==> config.mk <==
export PLATFORM = sky130hd
export DESIGN_NAME = baud_gen
export DESIGN_NICKNAME = d
export VERILOG_FILES = /design/src/rtl/baud_pkg.sv /design/src/rtl/baud_frac_acc.sv /design/src/rtl/baud_gen.sv
export SDC_FILE = /design/constraint.sdc
export NUM_CORES = 1
export LEC_CHECK = 0
export ABC_AREA = 1
export BUFFER_PORTS_ARGS = -buffer_cell sky130_fd_sc_hd__buf_2
export CAP_MARGIN = 20
export CORE_ASPECT_RATIO = 0.9
export CORE_MARGIN = 4
export CORE_UTILIZATION = 40
export CTS_BUF_LIST = sky130_fd_sc_hd__clkbuf_16
export CTS_CLUSTER_DIAMETER = 150
export DETAILED_ROUTE_END_ITERATION = 12
export SYNTH_ARGS = -nofsm -noshare
export SYNTH_HDL_FRONTEND = slang
export SYNTH_SLANG_ARGS = --single-unit
==> constraint.sdc <==
create_clock -name i_clk -period 4.5 [get_ports i_clk]
set_input_delay 0.45 -clock i_clk [delete_from_list [all_inputs] [get_ports i_clk]]
set_output_delay 0.45 -clock i_clk [all_outputs]
set_load 0.05 [all_outputs]
==> src/rtl/baud_pkg.sv <==
// Shared constants for the baud generator: reset divisor, oversampling limits,
// standard 50 MHz divisors and a constant-function ceil(log2) helper.
package baud_pkg;

    localparam int unsigned DEF_DIV = 27;

    localparam int unsigned OSR_MIN = 4;
    localparam int unsigned OSR_MAX = 32;

    // 50 MHz reference, OSR = 16, FRAC = 4: integer and 1/16 fractional parts
    localparam int unsigned DIV_50M_9600_INT    = 325;
    localparam int unsigned DIV_50M_9600_FRAC   = 8;
    localparam int unsigned DIV_50M_115200_INT  = 27;
    localparam int unsigned DIV_50M_115200_FRAC = 2;

    function automatic int unsigned clog2(input int unsigned value);
        int unsigned width;
        int unsigned span;
        width = 0;
        span  = 1;
        while (span < value) begin
            span  = span << 1;
            width = width + 1;
        end
        return width;
    endfunction

endpackage

==> src/rtl/baud_frac_acc.sv <==
// Fractional-divisor accumulator: adds the fraction at each period end and
// flags a carry so the following period is stretched by one clock.
module baud_frac_acc #(
    parameter int FRAC = 4
) (
    input  logic            i_clk,
    input  logic            i_rst,
    input  logic [FRAC-1:0] i_add,
    input  logic            i_clear,
    input  logic            i_step,
    output logic            o_extend
);

    logic [FRAC-1:0] acc;
    logic [FRAC:0]   sum;

    always_comb begin
        sum      = {1'b0, acc} + {1'b0, i_add};
        o_extend = sum[FRAC];
    end

    always_ff @(posedge i_clk or posedge i_rst) begin
        if (i_rst) begin
            acc <= '0;
        end else if (i_clear) begin
            acc <= '0;
        end else if (i_step) begin
            acc <= sum[FRAC-1:0];
        end
    end

endmodule

==> src/rtl/baud_gen.sv <==
// Fractional baud-rate generator: sample-period down-counter, oversampling
// counter with mid/end-of-bit ticks, shadowed divisor load and phase resync.
module baud_gen #(
    parameter int WIDTH   = 16,
    parameter int FRAC    = 4,
    parameter int OSR     = 16,
    parameter int DEF_DIV = baud_pkg::DEF_DIV
) (
    input  logic                               i_clk,
    input  logic                               i_rst,
    input  logic                               i_en,
    input  logic [WIDTH-1:0]                   i_div_int,
    input  logic [((FRAC > 0) ? FRAC : 1)-1:0] i_div_frac,
    input  logic                               i_div_load,
    input  logic                               i_sync,
    output logic                               o_sample_tick,
    output logic                               o_mid_tick,
    output logic                               o_bit_tick,
    output logic                               o_div_ack
);

    import baud_pkg::*;

    localparam int FW  = (FRAC > 0) ? FRAC : 1;
    localparam int SCW = int'(clog2(OSR));

    localparam logic [WIDTH-1:0] RST_INT = WIDTH'(DEF_DIV);
    localparam logic [WIDTH-1:0] RST_CNT = (DEF_DIV <= 1) ? '0 : WIDTH'(DEF_DIV - 1);
    localparam logic [SCW-1:0]   SC_MID  = SCW'(OSR / 2 - 1);
    localparam logic [SCW-1:0]   SC_LAST = SCW'(OSR - 1);

    logic [WIDTH-1:0] act_int;
    logic [FW-1:0]    act_frac;
    logic [WIDTH-1:0] sh_int;
    logic [FW-1:0]    sh_frac;
    logic             pending;
    logic [WIDTH-1:0] cnt;
    logic [SCW-1:0]   sc;

    logic [WIDTH-1:0] nxt_sh_int;
    logic [FW-1:0]    nxt_sh_frac;
    logic [WIDTH-1:0] use_int;
    logic [FW-1:0]    use_frac;
    logic [WIDTH-1:0] eff_int;
    logic [WIDTH-1:0] base;
    logic             pend_any;
    logic             period_end;
    logic             apply;
    logic             extend;

    // A load strobe coinciding with the apply point is folded into the
    // applied value, so back-to-back loads still yield a single ack.
    always_comb begin
        nxt_sh_int  = i_div_load ? i_div_int  : sh_int;
        nxt_sh_frac = i_div_load ? i_div_frac : sh_frac;
        pend_any    = pending | i_div_load;
        period_end  = i_en && (cnt == '0);
        apply       = (pend_any && (i_sync || period_end)) || (pending && !i_en);
        use_int     = apply ? nxt_sh_int  : act_int;
        use_frac    = apply ? nxt_sh_frac : act_frac;
        eff_int     = (use_int <= WIDTH'(1)) ? WIDTH'(1) : use_int;
        base        = eff_int - WIDTH'(1);
    end

    generate
        if (FRAC > 0) begin : g_frac
            baud_frac_acc #(
                .FRAC(FRAC)
            ) u_frac_acc (
                .i_clk   (i_clk),
                .i_rst   (i_rst),
                .i_add   (use_frac),
                .i_clear (i_sync),
                .i_step  (period_end && !i_sync),
                .o_extend(extend)
            );
        end else begin : g_no_frac
            assign extend = 1'b0;
        end
    endgenerate

    always_ff @(posedge i_clk or posedge i_rst) begin
        if (i_rst) begin
            act_int       <= RST_INT;
            act_frac      <= '0;
            sh_int        <= RST_INT;
            sh_frac       <= '0;
            pending       <= 1'b0;
            cnt           <= RST_CNT;
            sc            <= '0;
            o_sample_tick <= 1'b0;
            o_mid_tick    <= 1'b0;
            o_bit_tick    <= 1'b0;
            o_div_ack     <= 1'b0;
        end else begin
            o_sample_tick <= 1'b0;
            o_mid_tick    <= 1'b0;
            o_bit_tick    <= 1'b0;
            o_div_ack     <= apply;
            sh_int        <= nxt_sh_int;
            sh_frac       <= nxt_sh_frac;
            pending       <= pend_any && !apply;
            if (apply) begin
                act_int  <= nxt_sh_int;
                act_frac <= nxt_sh_frac;
            end
            if (i_sync) begin
                cnt <= base;
                sc  <= '0;
            end else if (period_end) begin
                cnt           <= base + WIDTH'(extend);
                o_sample_tick <= 1'b1;
                o_mid_tick    <= (sc == SC_MID);
                o_bit_tick    <= (sc == SC_LAST);
                sc            <= (sc == SC_LAST) ? '0 : sc + SCW'(1);
            end else if (i_en) begin
                cnt <= cnt - WIDTH'(1);
            end
        end
    end

endmodule

# Word level (Yosys, flattened, before mapping)
# Cells that the tools add are included.
[totals] regBits=69 output_inout_bits=4 word_cells=54
[op_classes] n_addsub=5 order_cmp=1 eq_ne=2 muxes=19 bitwise_logic=1 reduce_logical=14
[ops] op="two-way mux 16 bit" count=6
[ops] op="subtractor 16 x 1 -> 16 bit (second input constant)" count=2
[ops] op="two-way mux 4 bit" count=7
[ops] op="adder 16 x 1 -> 16 bit" count=1
[ops] op="less-or-equal comparator 16 x 1 -> 1 bit (second input constant)" count=1
[ops] op="zero test 16 bit" count=1
[ops] op="two-way mux 1 bit" count=6
[ops] op="adder 4 x 4 -> 5 bit" count=1
[ops] op="logical AND 1 bit" count=5
[ops] op="adder 4 x 1 -> 4 bit (second input constant)" count=1
[ops] op="equality test 4 x 3 -> 1 bit (second input constant)" count=1
[ops] op="equality test 4 bit (second input constant)" count=1
[ops] op="nonzero test 2 bit" count=2
[ops] op="zero test 1 bit" count=3
[ops] op="nonzero test 3 bit" count=1
[ops] op="logical OR 1 bit" count=2
[ops] op="bitwise OR 1 bit" count=1

# Logic depth before layout (Yosys ltp)
[depth] word_depth=12 ltp_mapped=31

# By module
# A second synthesis with hierarchy kept.
[hier_totals] hier_cells=654 hier_area_um2=4728.3
[modules_own_cells] mod="baud_gen" instances=1 cells_each=621 area_per_inst_um2=4433.0 seq_area_each_um2=1640.3
[modules_own_cells] mod="baud_frac_acc" instances=1 cells_each=33 area_per_inst_um2=295.3 seq_area_each_um2=100.1

# Worst setup path after synthesis
# OpenSTA, ideal clock, no wires.
[synth_path] path_type="reg-to-reg" startpoint="register cnt[1]" endpoint="register cnt[11]" setup_time_ns=0.116 arrival_time_ns=3.287 slack_ns=1.097 stages_incl_launch_ff=27 period_less_slack_ns=3.403 cell_sequence="dfstp_2 > inv_1 > ha_1 > nand2_1 > inv_1 > nand2_1 > nor2_1 > nand2_2 > nand3_4 > nand2_4 > inv_2 > or2_1 > o21ai_2 > inv_1 > nor2_4 > ha_1 > inv_1 > xor2_1 > nand3_1 > inv_1 > nand4_1 > nor2_4 > nand2_2 > o21ai_1 > nand3_1 > nand2_1 > nand2_1"
[synth_between] elab_chain_cells=12 elab_cells_between_ends=17
[synth_lines] element="from (decl)" line="baud_gen.sv:37" text="logic [WIDTH-1:0] cnt;"
[synth_lines] element="from (signal assigned)" line="baud_gen.sv:108" text="cnt <= base;"
[synth_lines] element="from (signal assigned)" line="baud_gen.sv:111" text="cnt <= base + WIDTH'(extend);"
[synth_lines] element="from (signal assigned)" line="baud_gen.sv:117" text="cnt <= cnt - WIDTH'(1);"
[synth_lines] element="zero test 16 bit *" line="baud_gen.sv:57" text="period_end = i_en && (cnt == '0);"
[synth_lines] element="logical AND 1 bit *" line="baud_gen.sv:57"
[synth_lines] element="logical OR 1 bit *" line="baud_gen.sv:58" text="apply = (pend_any && (i_sync || period_end)) || (pending && !i_en);"
[synth_lines] element="logical AND 1 bit *" line="baud_gen.sv:58"
[synth_lines] element="logical OR 1 bit *" line="baud_gen.sv:58"
[synth_lines] element="via apply" line="baud_gen.sv:48" text="logic apply;"
[synth_lines] element="two-way mux 16 bit *"
[synth_lines] element="via use_int[0]" line="baud_gen.sv:42" text="logic [WIDTH-1:0] use_int;"
[synth_lines] element="less-or-equal comparator 16 x 1 -> 1 bit" line="baud_gen.sv:61" text="eff_int = (use_int <= WIDTH'(1)) ? WIDTH'(1) : use_int;"
[synth_lines] element="two-way mux 16 bit *" line="baud_gen.sv:61"
[synth_lines] element="subtractor 16 x 1 -> 16 bit *" line="baud_gen.sv:62" text="base = eff_int - WIDTH'(1);"
[synth_lines] element="adder 16 x 1 -> 16 bit" line="baud_gen.sv:111"
[synth_lines] element="two-way mux 16 bit" line="baud_gen.sv:110" text="end else if (period_end) begin"
[synth_lines] element="two-way mux 16 bit *" line="baud_gen.sv:107" text="if (i_sync) begin"
# The timed path passes the listed nets; every way through them passes the cells marked *. The select of a mux whose other input is x is not followed.
# A chain may end at the register's enable or synchronous reset.

# Final worst setup path
[layout_path] startpoint="register cnt[1]" endpoint="register cnt[10]"
# Same word-level chain as after synthesis.

==> metrics.csv <==
metric,value,unit
status,"finished, final reports clean",
h-tree-depth,3,
finalSetupViolations,0,
synth-seq-cells,69,
fin_tns_setup,0,ps
grt_use_total,0.188,
cts_buffers,9,
fin_area,0.00523,sq mm
synth.area.top_cells,"dfrtp_1 31%, nand2_1 13%, inv_1 8.2%",
grt_first_pass_wirelength,19700,microns
synthAdderAreaFrac,0.0314,
cts.hold.buffers_added,0,
die_h,110,microns
hold_viol,0,
syn_avg_cell_area,7.21,sq um
cts_tree,built,
synth-compound-area-share,0.0905,
vdd.ir_drop.worst,0.000160,V
fp.dieW,121,microns
die_area,0.0133,sq mm
cts.path.max_buffers,2,
syn_nets,676,
clock_latency,350,ps
fin_crit,3990,ps
antenna_found_initial,0,
dp_slack,555,ps
power.total,2.07,mW
synthMuxAreaShare,0.0146,
layout-drive-gt1-share,0.166,
dp_hpwl,8640,microns
placed_cells,810,
clock_sinks,69,
fmax,251,MHz
synth.yosys.warnings,0,
cellPowerDensity,396,mW/mm^2
dr.pass1.iters,4,
synth_simple_gate_area_frac,0.345,
synthXorXnorAreaFrac,0.0336,
critPathMaxFanout,32,
maxCapViolations,0,
drt_wl_total,11400,microns
routedWlPerCell,13.9,microns
fin_skew,9.13,ps
synth-main-ff-cell,dfrtp_1,
synth_common_cells,"166 x nand2_1, 101 x inv_1, 58 x dfrtp_1, 57 x nor2_1, 56 x nand3_1",
setup_ws,514,ps
r2r_slack,510,ps
rsz0062_at_grt,false,
maxSlewViolCount,0,
start_util,0.418,
ant_nets,0,
crit_path_start_kind,flip-flop,
crit_type,reg -> reg,
antenna_cells,0,
hold_slack,204,ps
place.gp.congestion,0.910,
grt_overflow,0,
syn_area,0.00462,sq mm
ys_types,49,
leakagePower,2.66,nW
fin_nets,705,
core,0.0110,sq mm
vias,4152,
synthCells,640,
drcViolationCount,0,
grt_start_max_net_pins,40,
critPathRequiredTime,4730,ps
top_layer,met4,
grt_pass1_vias,4078,
root_buffer,clkbuf_16,
regArea,0.00174,sq mm
drt_iter0_drc,308,
ios,29,
worstMarginPinSlew,668,ps
synth_edf_count,0,
io_buffers,28,
post-route-util,0.474,
rows,36,
wl_met1,5380,microns
stdcell_count,826,
path_clk_slew,60,ps
area_delta_synth_final,13.3,%
yosysMostFrequentCell,nand2_1,
synth_top_family_by_area,simple AND/OR/NAND/NOR gates,
multi_input_area,0.00238,sq mm
vias_per_cell,5.03,
async_flop_share,1.00,
synth_top_area_cell,dfrtp_1,
placed_cell_area,0.00491,sq mm
wl_met3,581,microns
cts_resized,0,
cp.arrival,4220,ps
yosysTopAreaCellShare,0.314,
hold_path_class,in -> async,
crit_path_end_kind,flip-flop,
finalCritPeriodShare,0.886,
fill_cells,1118,
wl_met2,5330,microns
yosysSeqAreaShare,0.377,
slew_headroom,0.554,
post-cts-setup-buffers,0,
==> per-layer routing <==
metal	vias up	global-route usage
met5	-	0
met4	0	0.0528
met3	14	0.0489
met2	95	0.306
met1	1953	0.248
li1	2090	-
==> worst max-delay path: stages, from the launching register on <==
cell and delay, ps:
dfstp_2 550, inv_1 60, ha_1 200, nand2_1 70
inv_1 30, nand2_1 50, nor2_1 50, nand2_2 90
nand3_4 80, nand2_4 270, inv_2 110, or2_1 230
o21ai_2 130, inv_1 140, nor2_4 130, ha_1 210
inv_1 70, xor2_1 270, and2_1 190, nand3_1 190
nor2_2 260, nand3b_1 150, nand2_1 90, nand3_1 90
nand3_1 110, nand2_1 50
==> layout make-up <==
cell class	count	share of cell area
Multi-Input combinational cell	446	0.455
Tap cell	152	0.0364
Clock buffer	9	0.0431
Sequential cell	69	0.333
Clock inverter	7	0.0187
Timing Repair Buffer	35	0.0369
Inverter	108	0.0775
==> kinds of logic after synthesis <==
logic type               after synthesis
AO/OA/AOI/OAI                         68
XOR/XNOR                              16
adder cells (fa/ha/maj)               11
buffers and inverters                125
flip-flops                            69
multiplexers                           6
AND/OR/NAND/NOR                      345
==> flip-flops by register name, indices dropped and copies added, names as in the netlist, 4 cells and up <==
register,cells
g_frac.u_frac_acc.acc,4
sc,4
sh_int,16
sh_frac,4
act_frac,4
cnt,16
act_int,16
==> report_power, final <==
part           leakage [nW]  switching [mW]  internal, mW
sequential            0.820          0.0545         0.713
combinational          1.69           0.352         0.168
clock                 0.154           0.294         0.488
total                  2.66           0.700          1.37
==> cells in the final DEF (no fill, tap or decap), types with 10 or more instances in the layout <==
cell,n
o21ai_0,32
nand3_1,56
dfstp_2,11
buf_2,28
nand2_1,166
dfrtp_1,58
ha_1,10
xor2_1,10
nand4_1,16
nand2_2,13
inv_1,100
nor2_1,57
==> final timing paths <==
check	endpoint	cells past startpoint	start
setup / recovery	cnt[10]	25	cnt[1]
hold / removal	act_int[2]	2	i_rst
setup reg to reg	cnt[10]	25	cnt[1]
hold reg to reg	o_mid_tick	1	sc[3]
max in group asynchronous	cnt[3]	3	i_rst
min in group i_clk	sh_frac[0]	2	i_div_frac[0]
Note: power is estimated with default switching activity, not from simulation.
